## src/rtl/md_hilo_unit_if.sv

```systemverilog
// md_hilo_unit_if: issue/result bundle between the ID/EX control path and
// the HI/LO multiply/divide unit.
//   start/op/a/b : one-cycle issue strobe, op code, rs/rt operands
//   flush        : synchronous squash of the in-flight operation
//   busy         : unit is executing a MUL/DIV
//   hi/lo        : architectural HI/LO registers
// master = issuing side, slave = md_hilo_unit.
interface md_hilo_unit_if #(
  parameter int unsigned WIDTH = 32
);
  logic             start;
  logic [2:0]       op;
  logic [WIDTH-1:0] a;
  logic [WIDTH-1:0] b;
  logic             flush;
  logic             busy;
  logic [WIDTH-1:0] hi;
  logic [WIDTH-1:0] lo;

  modport master (output start, op, a, b, flush, input busy, hi, lo);
  modport slave  (input start, op, a, b, flush, output busy, hi, lo);
endinterface

```

## src/rtl/md_hilo_unit.sv

```systemverilog
// md_hilo_unit: multi-cycle MULT/MULTU/DIV/DIVU/MTHI/MTLO unit owning HI/LO.
//   clk   : rising-edge clock
//   rst_n : asynchronous active-low reset
//   bus   : md_hilo_unit_if.slave (start/op/a/b/flush in, busy/hi/lo out)
// Multiplies hold busy for MUL_CYCLES cycles; divides use a radix-2
// restoring loop (WIDTH iterations) plus one sign-fixup cycle.
module md_hilo_unit #(
  parameter int unsigned WIDTH      = 32,
  parameter int unsigned MUL_CYCLES = 4
) (
  input logic           clk,
  input logic           rst_n,
  md_hilo_unit_if.slave bus
);

  localparam int unsigned CW = $clog2((WIDTH > MUL_CYCLES) ? WIDTH : MUL_CYCLES);

  typedef enum logic [1:0] {S_IDLE, S_MUL, S_DIV, S_FIX} state_t;
  typedef enum logic [2:0] {
    OP_MULT = 3'd0, OP_MULTU = 3'd1, OP_DIV = 3'd2, OP_DIVU = 3'd3,
    OP_MTHI = 3'd4, OP_MTLO = 3'd5
  } op_t;

  state_t           r_state, w_next;
  logic [CW-1:0]    r_cnt;
  logic [WIDTH-1:0] r_opa, r_opb;   // MUL: operands; DIV: original a, |b|
  logic             r_msigned;
  logic [WIDTH-1:0] r_q, r_rem;     // dividend/quotient shift reg, partial remainder
  logic             r_qneg, r_rneg, r_dz;
  logic [WIDTH-1:0] r_hi, r_lo;

  logic             w_accept, w_is_mul, w_is_div, w_sdiv;
  logic             w_mul_done, w_fix_done;
  logic [WIDTH-1:0] w_a_mag, w_b_mag;
  logic [2*WIDTH-1:0] w_ea, w_eb, w_prod;
  logic [WIDTH:0]   w_shift;
  logic             w_ge;
  logic [WIDTH-1:0] w_diff, w_q_fin, w_r_fin;

  assign w_accept = (r_state == S_IDLE) && bus.start && !bus.flush;
  assign w_is_mul = (bus.op == OP_MULT) || (bus.op == OP_MULTU);
  assign w_is_div = (bus.op == OP_DIV)  || (bus.op == OP_DIVU);
  assign w_sdiv   = (bus.op == OP_DIV);

  assign w_a_mag = (w_sdiv && bus.a[WIDTH-1]) ? -bus.a : bus.a;
  assign w_b_mag = (w_sdiv && bus.b[WIDTH-1]) ? -bus.b : bus.b;

  // Extending to 2*WIDTH and keeping the low half gives the correct product
  // for both signed and unsigned operands.
  assign w_ea   = {{WIDTH{r_msigned & r_opa[WIDTH-1]}}, r_opa};
  assign w_eb   = {{WIDTH{r_msigned & r_opb[WIDTH-1]}}, r_opb};
  assign w_prod = w_ea * w_eb;

  // One restoring step: shift in the next dividend bit, subtract if it fits.
  assign w_shift = {r_rem, r_q[WIDTH-1]};
  assign w_ge    = (w_shift >= {1'b0, r_opb});
  assign w_diff  = w_shift[WIDTH-1:0] - r_opb;

  assign w_q_fin = r_qneg ? -r_q   : r_q;
  assign w_r_fin = r_rneg ? -r_rem : r_rem;

  always_ff @(posedge clk or negedge rst_n) begin
    if (!rst_n) r_state <= S_IDLE;
    else        r_state <= w_next;
  end

  always_comb begin
    w_next     = r_state;
    w_mul_done = 1'b0;
    w_fix_done = 1'b0;
    case (r_state)
      S_IDLE: begin
        if (w_accept && w_is_mul)      w_next = S_MUL;
        else if (w_accept && w_is_div) w_next = S_DIV;
      end
      S_MUL: begin
        if (bus.flush) w_next = S_IDLE;
        else if (r_cnt == '0) begin
          w_next     = S_IDLE;
          w_mul_done = 1'b1;
        end
      end
      S_DIV: begin
        if (bus.flush)             w_next = S_IDLE;
        else if (r_cnt == '0)      w_next = S_FIX;
      end
      S_FIX: begin
        w_next     = S_IDLE;
        w_fix_done = !bus.flush;
      end
      default: w_next = S_IDLE;
    endcase
  end

  always_ff @(posedge clk or negedge rst_n) begin
    if (!rst_n) begin
      r_cnt     <= '0;
      r_opa     <= '0;
      r_opb     <= '0;
      r_msigned <= 1'b0;
      r_q       <= '0;
      r_rem     <= '0;
      r_qneg    <= 1'b0;
      r_rneg    <= 1'b0;
      r_dz      <= 1'b0;
      r_hi      <= '0;
      r_lo      <= '0;
    end else begin
      if (w_accept) begin
        if (w_is_mul) begin
          r_cnt     <= CW'(MUL_CYCLES - 1);
          r_opa     <= bus.a;
          r_opb     <= bus.b;
          r_msigned <= (bus.op == OP_MULT);
        end else if (w_is_div) begin
          r_cnt  <= CW'(WIDTH - 1);
          r_opa  <= bus.a;
          r_opb  <= w_b_mag;
          r_q    <= w_a_mag;
          r_rem  <= '0;
          r_qneg <= w_sdiv && (bus.a[WIDTH-1] ^ bus.b[WIDTH-1]);
          r_rneg <= w_sdiv && bus.a[WIDTH-1];
          r_dz   <= (bus.b == '0);
        end else if (bus.op == OP_MTHI) begin
          r_hi <= bus.a;
        end else if (bus.op == OP_MTLO) begin
          r_lo <= bus.a;
        end
      end

      if (r_state == S_MUL && r_cnt != '0) r_cnt <= r_cnt - 1'b1;

      if (r_state == S_DIV) begin
        r_rem <= w_ge ? w_diff : w_shift[WIDTH-1:0];
        r_q   <= {r_q[WIDTH-2:0], w_ge};
        if (r_cnt != '0) r_cnt <= r_cnt - 1'b1;
      end

      if (w_mul_done) begin
        r_hi <= w_prod[2*WIDTH-1:WIDTH];
        r_lo <= w_prod[WIDTH-1:0];
      end

      // Divide by zero bypasses the sign fixup: lo is all ones, hi the raw dividend.
      if (w_fix_done) begin
        r_lo <= r_dz ? '1 : w_q_fin;
        r_hi <= r_dz ? r_opa : w_r_fin;
      end
    end
  end

  assign bus.busy = (r_state != S_IDLE);
  assign bus.hi   = r_hi;
  assign bus.lo   = r_lo;

endmodule

```

## src/flat_wrapper.sv

```systemverilog
// flat-port wrapper written by rule: the top's interface ports become plain ports
module md_hilo_unit_flat 
#(
  parameter int unsigned WIDTH      = 32,
  parameter int unsigned MUL_CYCLES = 4
)
  (clk, rst_n, bus_start, bus_op, bus_a, bus_b, bus_flush, bus_busy, bus_hi, bus_lo);
  md_hilo_unit_if #(.WIDTH(WIDTH)) bus_i ();
  input logic clk;
  input logic rst_n;
  input wire logic [$bits(bus_i.start)-1:0] bus_start;
  input wire logic [$bits(bus_i.op)-1:0] bus_op;
  input wire logic [$bits(bus_i.a)-1:0] bus_a;
  input wire logic [$bits(bus_i.b)-1:0] bus_b;
  input wire logic [$bits(bus_i.flush)-1:0] bus_flush;
  output wire logic [$bits(bus_i.busy)-1:0] bus_busy;
  output wire logic [$bits(bus_i.hi)-1:0] bus_hi;
  output wire logic [$bits(bus_i.lo)-1:0] bus_lo;
  assign bus_i.start = bus_start;
  assign bus_i.op = bus_op;
  assign bus_i.a = bus_a;
  assign bus_i.b = bus_b;
  assign bus_i.flush = bus_flush;
  assign bus_busy = bus_i.busy;
  assign bus_hi = bus_i.hi;
  assign bus_lo = bus_i.lo;
  md_hilo_unit #(.WIDTH(WIDTH), .MUL_CYCLES(MUL_CYCLES)) u_core (.clk(clk), .rst_n(rst_n), .bus(bus_i));
endmodule
```

## config.mk

```make
export PLATFORM = sky130hd
export DESIGN_NAME = md_hilo_unit_flat
export DESIGN_NICKNAME = d
export VERILOG_FILES = /design/src/rtl/md_hilo_unit_if.sv /design/src/rtl/md_hilo_unit.sv /design/src/flat_wrapper.sv
export SDC_FILE = /design/constraint.sdc
export NUM_CORES = 2
export LEC_CHECK = 0
export BUFFER_PORTS_ARGS = -buffer_cell sky130_fd_sc_hd__buf_4
export CELL_PAD_IN_SITES_DETAIL_PLACEMENT = 0
export CELL_PAD_IN_SITES_GLOBAL_PLACEMENT = 1
export CORE_AREA = 2 2 317 319
export DETAILED_ROUTE_END_ITERATION = 10
export DIE_AREA = 0 0 319 321
export PLACE_DENSITY = 0.86
export SLEW_MARGIN = 20
export SYNTH_ARGS = -nofsm -noshare
export SYNTH_HDL_FRONTEND = slang
export SYNTH_SLANG_ARGS = --single-unit
export TNS_END_PERCENT = 1
```

## constraint.sdc

```tcl
create_clock -name clk -period 10.99 [get_ports clk]
set_input_delay 2.198 -clock clk [delete_from_list [all_inputs] [get_ports clk]]
set_output_delay 2.198 -clock clk [all_outputs]
set_load 0.02 [all_outputs]
```

==> metrics.yaml <==
timing:
  maxSlewViolCount: 0
  finalSetupTns_ns: 0
  period_needed_ns: 9.72
  fmax_ghz: 0.103
  rsz0062_at_grt: "false"
  setup_viol: 0
  tightest_slew_ns: 1.20
  fin_crit_sh: 0.884
  fin_worst_skew_ns: 0.0271
  hold_viol_final: 0
  maxSlewHeadroom: 0.201
grt:
  track_usage: 0.317
  grt_pass1_vias: 42217
  grtUsageMet1: 0.409
  grt_pass1_wl_mm: 248
  grt-ovfl-total: 0
  use_met2: 0.523
  top_usage_layer: "met2"
  grt_max_degree: 75
  antenna_found_initial: 7
  grt_util_met3: 0.0463
yosys:
  synthFlopType: "dfrtp_1"
  synth_area_mm2: 0.0511
  synthArstFlopShare: 1.00
  yosys.area.top_type: "fa_1"
  avgSynthCellArea_um2: 8.88
  netlist-cell-type-count: 66
  yosysTopAreaCellShare: 0.441
  synthCells: 5758
  synth_enable_flop_cells: 0
  synth_nets: 7204
  yosysMostFrequentCell: "inv_1"
  synth_seq_cells: 203
  ys.warnings.count: 0
  synthTopCellsByCount: "1168 x inv_1, 1126 x fa_1, 891 x nand2_1"
  synthTopCellsByArea: "fa_1 44%, dfrtp_1 9.9%, inv_1 8.6%, nand2_1 6.5%, ha_1 6.1%"
  ys_seq_area_frac: 0.0993
clock_network:
  ctsHoldBuffers: 0
  cts-buffers-inserted: 24
  clockBufferDepth: 3
  root_buffer: "clkbuf_16"
  cts.sinks: 203
  h-tree-depth: 1
  cts_tree: "yes"
  postCtsSetupBuffers: 0
  clkTransAtPathRegs_ns: 0.07
  clock_latency_ns: 0.57
  post_cts_resized: 0
floorplan:
  die_h_um: 321
  ios: 136
  rows: 116
  initial_core_util: 0.515
  die-area_mm2: 0.102
  die_w_um: 319
  core-area_mm2: 0.0993
run_status:
  status: "completed"
placed_design:
  numPortBuffers: 135
  hpwlAfterDp_mm: 127
  gp_congestion: 0.961
critical_path:
  crit_top_cell: "fa_1"
  critPathArrivalTime_ns: 10.18
  cp-start-kind: "flop"
  slowest_delay_ns: 0.95
  crit_family: "adder cells"
  cp_num_buf_inv: 8
  cp.required_ns: 11.45
  cp-end-kind: "flop"
  crit_slowest_cell: "fa_1"
  worstPathMaxFanout: 22
  critical_path_class: "flop to flop"
drt:
  wirelength_mm: 159
  vias: 40205
  wire_per_inst_um: 22.7
  drt-initial-drc-count: 3193
  drtAntennaViolNets: 0
  drc: 0
  dr.pass1.iters: 6
  vias_per_cell: 5.76
min_path:
  hp-class: "flop to flop"
finish:
  fin_nets: 7110
  synthToLayoutAreaGrowth_pct: 5.72
  drive_gt1_frac: 0.0623
run:
  max_cap_violations: 0
-- path summary, 6_finish.rpt --
path / from / endpoint / slack, ns / cells after the start
min in group asynchronous: rst_n / u_core.r_cnt[4] / 1.61 / 1
max in group asynchronous: rst_n / u_core.r_opb[0] / 7.84 / 2
hold / removal: u_core.bus.lo[3] / u_core.bus.lo[3] / 0.48 / 1
setup / recovery: u_core.r_msigned / u_core.bus.hi[30] / 1.27 / 26
hold reg to reg: u_core.bus.lo[3] / u_core.bus.lo[3] / 0.48 / 1
setup reg to reg: u_core.r_msigned / u_core.bus.hi[30] / 1.27 / 26
-- cell type report --
type	count	area, µm²
clock inverter	12	114
antenna	4	10.0
tap	1298	1620
sequential	203	5080
timing repair buffer	238	1790
fill	9038	45200
inverter	1168	4380
multi-input combinational	4029	40400
clock buffer	32	662
-- cells by family (layout without fill, tap and decap cells) --
logic type      Yosys count  count (layout)  synth area share
other cells               0               4                 0
buf+inv                1526            1450             0.112
flops                   203             203            0.0993
compound gates          722             722            0.0876
mux                      54              54            0.0115
xor+xnor                209             209            0.0358
simple gates           1669            1669             0.152
fa+ha+maj              1375            1375             0.502
-- flip-flops by register name, indices dropped and copies added, names as in the netlist --
signal and flops:
u_core.r_cnt 5, u_core.r_rneg 1, u_core.r_rem 32, u_core.bus.hi 32, u_core.r_state 2, u_core.bus.lo 32
u_core.r_q 32, u_core.r_opb 32, u_core.r_opa 32, u_core.r_dz 1, u_core.r_msigned 1, u_core.r_qneg 1
-- stage by stage --
step	std cells	util	worst slack (ns)	hold WS [ns]	area, µm²
3_3_place_gp	6936	0.536	1.72	0.463	53300
3_5_place_dp	6936	0.536	1.44	0.467	53300
2_1_floorplan	5758	-	3.00	0.468	51100
6_report	6984	0.545	1.27	0.480	54100
4_1_cts	6980	0.544	1.39	0.480	54000
5_1_grt	6983	0.544	0.852	0.499	54100
-- metal layers --
layer | vias to the layer above | routed length, µm
li1 | 17278 | -
met1 | 20765 | 60800
met2 | 1719 | 75800
met3 | 441 | 12400
met4 | 2 | 9800
met5 | - | 14
-- layout by cell type, fill, tap and decap left out, types with 20 or more instances in the layout --
| cell type | Yosys | routed |
|---|---|---|
| clkbuf_16 | 0 | 25 |
| o21bai_1 | 20 | 20 |
| and3_1 | 31 | 30 |
| a22oi_1 | 31 | 31 |
| nor2_1 | 170 | 168 |
| inv_1 | 1168 | 1168 |
| xor2_1 | 87 | 87 |
| buf_4 | 0 | 237 |
| dfrtp_1 | 203 | 199 |
| xnor2_1 | 122 | 122 |
| nor3_1 | 34 | 34 |
| o21ai_0 | 232 | 232 |
| nand3_1 | 41 | 40 |
| mux2_2 | 38 | 38 |
| o22ai_1 | 27 | 27 |
| a21o_1 | 43 | 43 |
| and2_1 | 366 | 366 |
| nand2_1 | 891 | 890 |
| a21oi_1 | 184 | 183 |
| o31ai_1 | 37 | 37 |
| nand2b_1 | 21 | 20 |
| fa_1 | 1126 | 1125 |
| ha_1 | 249 | 249 |
Power is left out: the tool's default activity adds up to more than one toggle a clock period on the data nets, which glitch-free logic cannot reach.
